<file path="src/rtl/dco_nco.sv">
// Clocked DCO: maps a mid-scale-offset control word to a clamped tuning word,
// accumulates it, and emits the accumulator MSB. It also measures the output period.
module dco_nco #(
  parameter int CTRL_WIDTH = 12,
  parameter int ACC_WIDTH  = 16,
  parameter int F0_WORD    = 4096,
  parameter int KV         = 8,
  parameter int TW_MIN     = 1024,
  parameter int TW_MAX     = 16384,
  parameter int PCNT_WIDTH = 16
) (
  input  logic                  clk,
  input  logic                  rst,
  input  logic                  en,
  input  logic [CTRL_WIDTH-1:0] ctrl_word,
  input  logic                  ctrl_valid,
  output logic                  ctrl_ready,
  output logic                  clk_dco,
  output logic [ACC_WIDTH-1:0]  tw_active,
  output logic                  sat_hi,
  output logic                  sat_lo,
  output logic [PCNT_WIDTH-1:0] period_count,
  output logic                  period_valid
);

  localparam int CW = ACC_WIDTH + CTRL_WIDTH + 8;
  localparam logic signed [CW-1:0] F0_S   = CW'(F0_WORD);
  localparam logic signed [CW-1:0] KV_S   = CW'(KV);
  localparam logic signed [CW-1:0] MID_S  = CW'(2 ** (CTRL_WIDTH - 1));
  localparam logic signed [CW-1:0] TMIN_S = CW'(TW_MIN);
  localparam logic signed [CW-1:0] TMAX_S = CW'(TW_MAX);

  typedef enum logic {IDLE = 1'b0, PENDING = 1'b1} state_t;

  state_t                state_q, state_d;
  logic [ACC_WIDTH-1:0]  acc_q;
  logic [ACC_WIDTH-1:0]  tw_active_q, tw_active_d;
  logic [ACC_WIDTH-1:0]  tw_pending_q, tw_pending_d;
  logic                  sat_hi_q, sat_hi_d;
  logic                  sat_lo_q, sat_lo_d;
  logic [PCNT_WIDTH-1:0] cnt_q, cnt_inc;
  logic [PCNT_WIDTH-1:0] period_count_q;
  logic                  period_valid_q;

  logic [ACC_WIDTH:0]    sum;
  logic                  wrap;
  logic signed [CW-1:0]  ctrl_s, tw_calc;
  logic [ACC_WIDTH-1:0]  tw_clamped;
  logic                  clamp_hi, clamp_lo;

  // The wide signed evaluation keeps the full-scale gain product exact before clamping.
  always_comb begin
    ctrl_s     = {{(CW - CTRL_WIDTH){1'b0}}, ctrl_word};
    tw_calc    = F0_S + KV_S * (ctrl_s - MID_S);
    clamp_hi   = 1'b0;
    clamp_lo   = 1'b0;
    tw_clamped = tw_calc[ACC_WIDTH-1:0];
    if (tw_calc > TMAX_S) begin
      tw_clamped = ACC_WIDTH'(TW_MAX);
      clamp_hi   = 1'b1;
    end else if (tw_calc < TMIN_S) begin
      tw_clamped = ACC_WIDTH'(TW_MIN);
      clamp_lo   = 1'b1;
    end
  end

  assign sum  = {1'b0, acc_q} + {1'b0, tw_active_q};
  assign wrap = en & sum[ACC_WIDTH];

  always_comb begin
    state_d      = state_q;
    tw_active_d  = tw_active_q;
    tw_pending_d = tw_pending_q;
    sat_hi_d     = sat_hi_q;
    sat_lo_d     = sat_lo_q;
    case (state_q)
      IDLE: begin
        if (ctrl_valid) begin
          tw_pending_d = tw_clamped;
          sat_hi_d     = clamp_hi;
          sat_lo_d     = clamp_lo;
          state_d      = PENDING;
        end
      end
      PENDING: begin
        // The swap happens only at a wrap, so clk_dco never glitches.
        if (wrap) begin
          tw_active_d = tw_pending_q;
          state_d     = IDLE;
        end
      end
      default: state_d = IDLE;
    endcase
  end

  assign cnt_inc = (cnt_q == '1) ? cnt_q : cnt_q + 1'b1;

  always_ff @(posedge clk or posedge rst) begin
    if (rst) begin
      state_q        <= IDLE;
      acc_q          <= '0;
      tw_active_q    <= ACC_WIDTH'(F0_WORD);
      tw_pending_q   <= '0;
      sat_hi_q       <= 1'b0;
      sat_lo_q       <= 1'b0;
      cnt_q          <= '0;
      period_count_q <= '0;
      period_valid_q <= 1'b0;
    end else begin
      state_q        <= state_d;
      tw_active_q    <= tw_active_d;
      tw_pending_q   <= tw_pending_d;
      sat_hi_q       <= sat_hi_d;
      sat_lo_q       <= sat_lo_d;
      period_valid_q <= 1'b0;
      if (en) begin
        acc_q <= sum[ACC_WIDTH-1:0];
        if (wrap) begin
          period_count_q <= cnt_inc;
          period_valid_q <= 1'b1;
          cnt_q          <= '0;
        end else begin
          cnt_q <= cnt_inc;
        end
      end
    end
  end

  assign ctrl_ready   = (state_q == IDLE);
  assign clk_dco      = acc_q[ACC_WIDTH-1];
  assign tw_active    = tw_active_q;
  assign sat_hi       = sat_hi_q;
  assign sat_lo       = sat_lo_q;
  assign period_count = period_count_q;
  assign period_valid = period_valid_q;

endmodule

</file>
<file path="config.mk">
export PLATFORM = sky130hd
export DESIGN_NAME = dco_nco
export DESIGN_NICKNAME = d
export VERILOG_FILES = /design/src/rtl/dco_nco.sv
export SDC_FILE = /design/constraint.sdc
export NUM_CORES = 1
export LEC_CHECK = 0
export ABC_AREA = 1
export CAP_MARGIN = 15
export CORE_MARGIN = 4
export CORE_UTILIZATION = 54
export DETAILED_ROUTE_END_ITERATION = 16
export GPL_TIMING_DRIVEN = 1
export PLACE_DENSITY = 0.87
export SKIP_LAST_GASP = 1
export SYNTH_ARGS = -nofsm -noshare
export SYNTH_HDL_FRONTEND = slang
export SYNTH_SLANG_ARGS = --single-unit
</file>
<file path="constraint.sdc">
create_clock -name clk -period 6.5 [get_ports clk]
set_clock_uncertainty 0.1 [all_clocks]
set_input_delay 1.3 -clock clk [delete_from_list [all_inputs] [get_ports clk]]
set_output_delay 1.3 -clock clk [all_outputs]
set_load 0.02 [all_outputs]
</file>
==> impl_metrics.tcl <==
set metrics [dict create \
    outcome "finished clean" \
    layout.nets 667 \
    min_path_type "reg -> reg" \
    slew_viol_final 0 \
    clk_latency_ns 0.35 \
    drt-total-wl_um 9780 \
    drive_above_1_share 0.0438 \
    die_w_um 97.0 \
    synth_seq_cells 75 \
    hold_buffers 0 \
    placed_cells 725 \
    grt_max_degree 76 \
    worstSetupEndpointType "flop" \
    syn_area_um2 4280 \
    initial_utilization 0.554 \
    place_ws_ns 2.95 \
    area_growth_pct 16.3 \
    die_area_um2 9410 \
    grt_pass1_wl_um 16200 \
    layout.cells.non_filler 741 \
    cap_violations 0 \
    postPlaceCellArea_um2 4790 \
    ant_nets 0 \
    setup_ws_ns 3.27 \
    cts_resized 0 \
    start_kind "input port" \
    critPathRequiredTime_ns 6.64 \
    antenna_found_initial 0 \
    cts_setup_buffers 0 \
    powerDensity_nw_per_um2 207 \
    grt_use_total 0.208 \
    vias 3900 \
    yosysSeqAreaShare 0.439 \
    wl_per_cell_um 13.2 \
    path_class "in -> reg" \
    ctsLongestPathBuffers 2 \
    synthCells 591 \
    path_clk_slew_ns 0.08 \
    ioPinCount 53 \
    drc 0 \
    cts_sinks 75 \
    slew_headroom 0.368 \
    tns_ns 0 \
    cp_data_arrival_time_ns 3.37 \
    fmaxAchievable_ghz 0.310 \
    power_leakage_nw 2.66 \
    multi_input_area_um2 2050 \
    yosysWarnings 0 \
    core_area_um2 7730 \
    grt_overflow 0 \
    crit_path_max_fanout 12 \
    viasPerCell 5.26 \
    grt_pass1_vias 3579 \
    final_area_um2 4970 \
    cts_made_buffers 9 \
    die_h_um 97.0 \
    fin_crit_ns 3.23 \
    finalSetupViolations 0 \
    hold_violations 0 \
    routabilityCongestion 0.929 \
    worst_pin_slew_ns 0.946 \
    first_pass_iters 6 \
    cts_tree "yes" \
    root_buffer "clkbuf_8" \
    yosysUniqueCellTypes 29 \
    ir_drop_mv 0.0979 \
    htreeDepth 3 \
    final_cell_mix "nand2_1, dfrtp_1, inv_1, nand3_1, clkdlybuf4s50_1" \
    drt-initial-drc-count 267 \
    post-route-period-util 0.496 \
    rows 32 \
    synth_area_per_cell_um2 7.24 \
    final_common_cell "nand2_1" \
    fillCellCount 664 \
    rsz0062_at_grt "no" \
    diodes 0 \
    register_area_um2 1880 \
    portBuffers 49 \
    dp_hpwl_um 7000 \
]
stage by stage:
stage,hold WS (ns),power [mW],util
CTS,0.385,1.03,0.644
floorplan,0.346,0.653,-
global placement,0.359,0.691,0.620
detailed placement,0.364,0.698,0.620
global route,0.406,1.08,0.644
finish,0.386,1.03,0.644
layer usage:
metal	up-vias	GRT usage	share of wire
met3	20	0.0332	0.042
met5	-	0	0
met2	100	0.338	0.46
li1	1949	-	-
met1	1831	0.281	0.48
met4	0	0.0756	0.019
worst max-delay path, stage by stage:
cell	delay [ns]
clkdlybuf4s50_1	0.56
ha_1	0.18
inv_1	0.06
ha_1	0.29
inv_1	0.05
nor3_1	0.22
nand3_1	0.13
nand2_1	0.32
nor2_1	0.10
nand3_1	0.09
nand2_1	0.06
cell type report:
type | instances | area share
multi-input cells | 436 | 0.413
well taps | 102 | 0.0257
repair buffers | 51 | 0.102
clock inverters | 4 | 0.00503
clock buffers | 12 | 0.0312
flip-flops and latches | 75 | 0.378
inverters | 61 | 0.0460
power breakdown:
part / leakage [nW] / total (mW) / switching [mW] / internal, mW
clock network: 0.0884 / 0.333 / 0.175 / 0.158
registers: 1.02 / 0.544 / 0.0355 / 0.509
logic: 1.55 / 0.150 / 0.0928 / 0.0574
total: 2.66 / 1.03 / 0.303 / 0.724
worst paths after layout:
path,startpoint,endpoint,slack [ns],cells past startpoint
min,period_count[7]$_DFFE_PP0P_,period_count[7]$_DFFE_PP0P_,0.39,2
max in group asynchronous,rst,tw_pending_q[6]$_DFFE_PP0P_,4.28,3
max,ctrl_word[9],tw_pending_q[15]$_DFFE_PP0P_,3.27,11
min reg2reg,period_count[7]$_DFFE_PP0P_,period_count[7]$_DFFE_PP0P_,0.39,2
max reg2reg,tw_active[6]$_DFFE_PP0P_,period_count[13]$_DFFE_PP0P_,3.94,11
min in group asynchronous,rst,period_count[13]$_DFFE_PP0P_,1.44,3
Yosys cell counts:
cell	n	area share
a21oi_1	7	0.0082
a31oi_1	2	0.0029
buf_2	7	0.0082
buf_4	4	0.0070
buf_6	3	0.0079
clkbuf_1	7	0.0061
conb_1	1	0.00088
dfrtp_1	74	0.43
dfstp_2	1	0.0061
fa_1	1	0.0047
ha_1	16	0.047
inv_1	58	0.051
inv_2	3	0.0026
nand2_1	246	0.22
nand2_2	2	0.0029
nand3_1	49	0.057
nand3_2	2	0.0047
nand3b_1	2	0.0035
nand4_1	21	0.031
nor2_1	43	0.038
nor2_2	1	0.0015
nor2_4	1	0.0026
nor3_1	4	0.0047
o21ai_0	12	0.014
o21ai_1	9	0.011
o22ai_1	2	0.0029
or2_1	1	0.0015
xnor2_1	8	0.016
xor2_1	4	0.0082
cells by family (layout without fill, tap and decap cells):
kind of cell | Yosys count | in the layout | synth area share
AOI/OAI and AO/OA | 32 | 32 | 0.0386
xor gates and xnor gates | 12 | 12 | 0.0246
adders and majority gates | 17 | 17 | 0.0515
buffers and inverters | 82 | 128 | 0.0827
DFF | 75 | 75 | 0.439
other | 1 | 3 | 0.000876
and+or+nand+nor | 372 | 372 | 0.363
registers in the layout (all words and copies together), names as in the netlist:
register      cells
sat_lo            1
tw_active        13
acc_q            13
period_count     16
sat_hi            1
cnt_q            16
state_q           1
tw_pending_q     13
period_valid      1
Power figures use the tool's default switching activity.
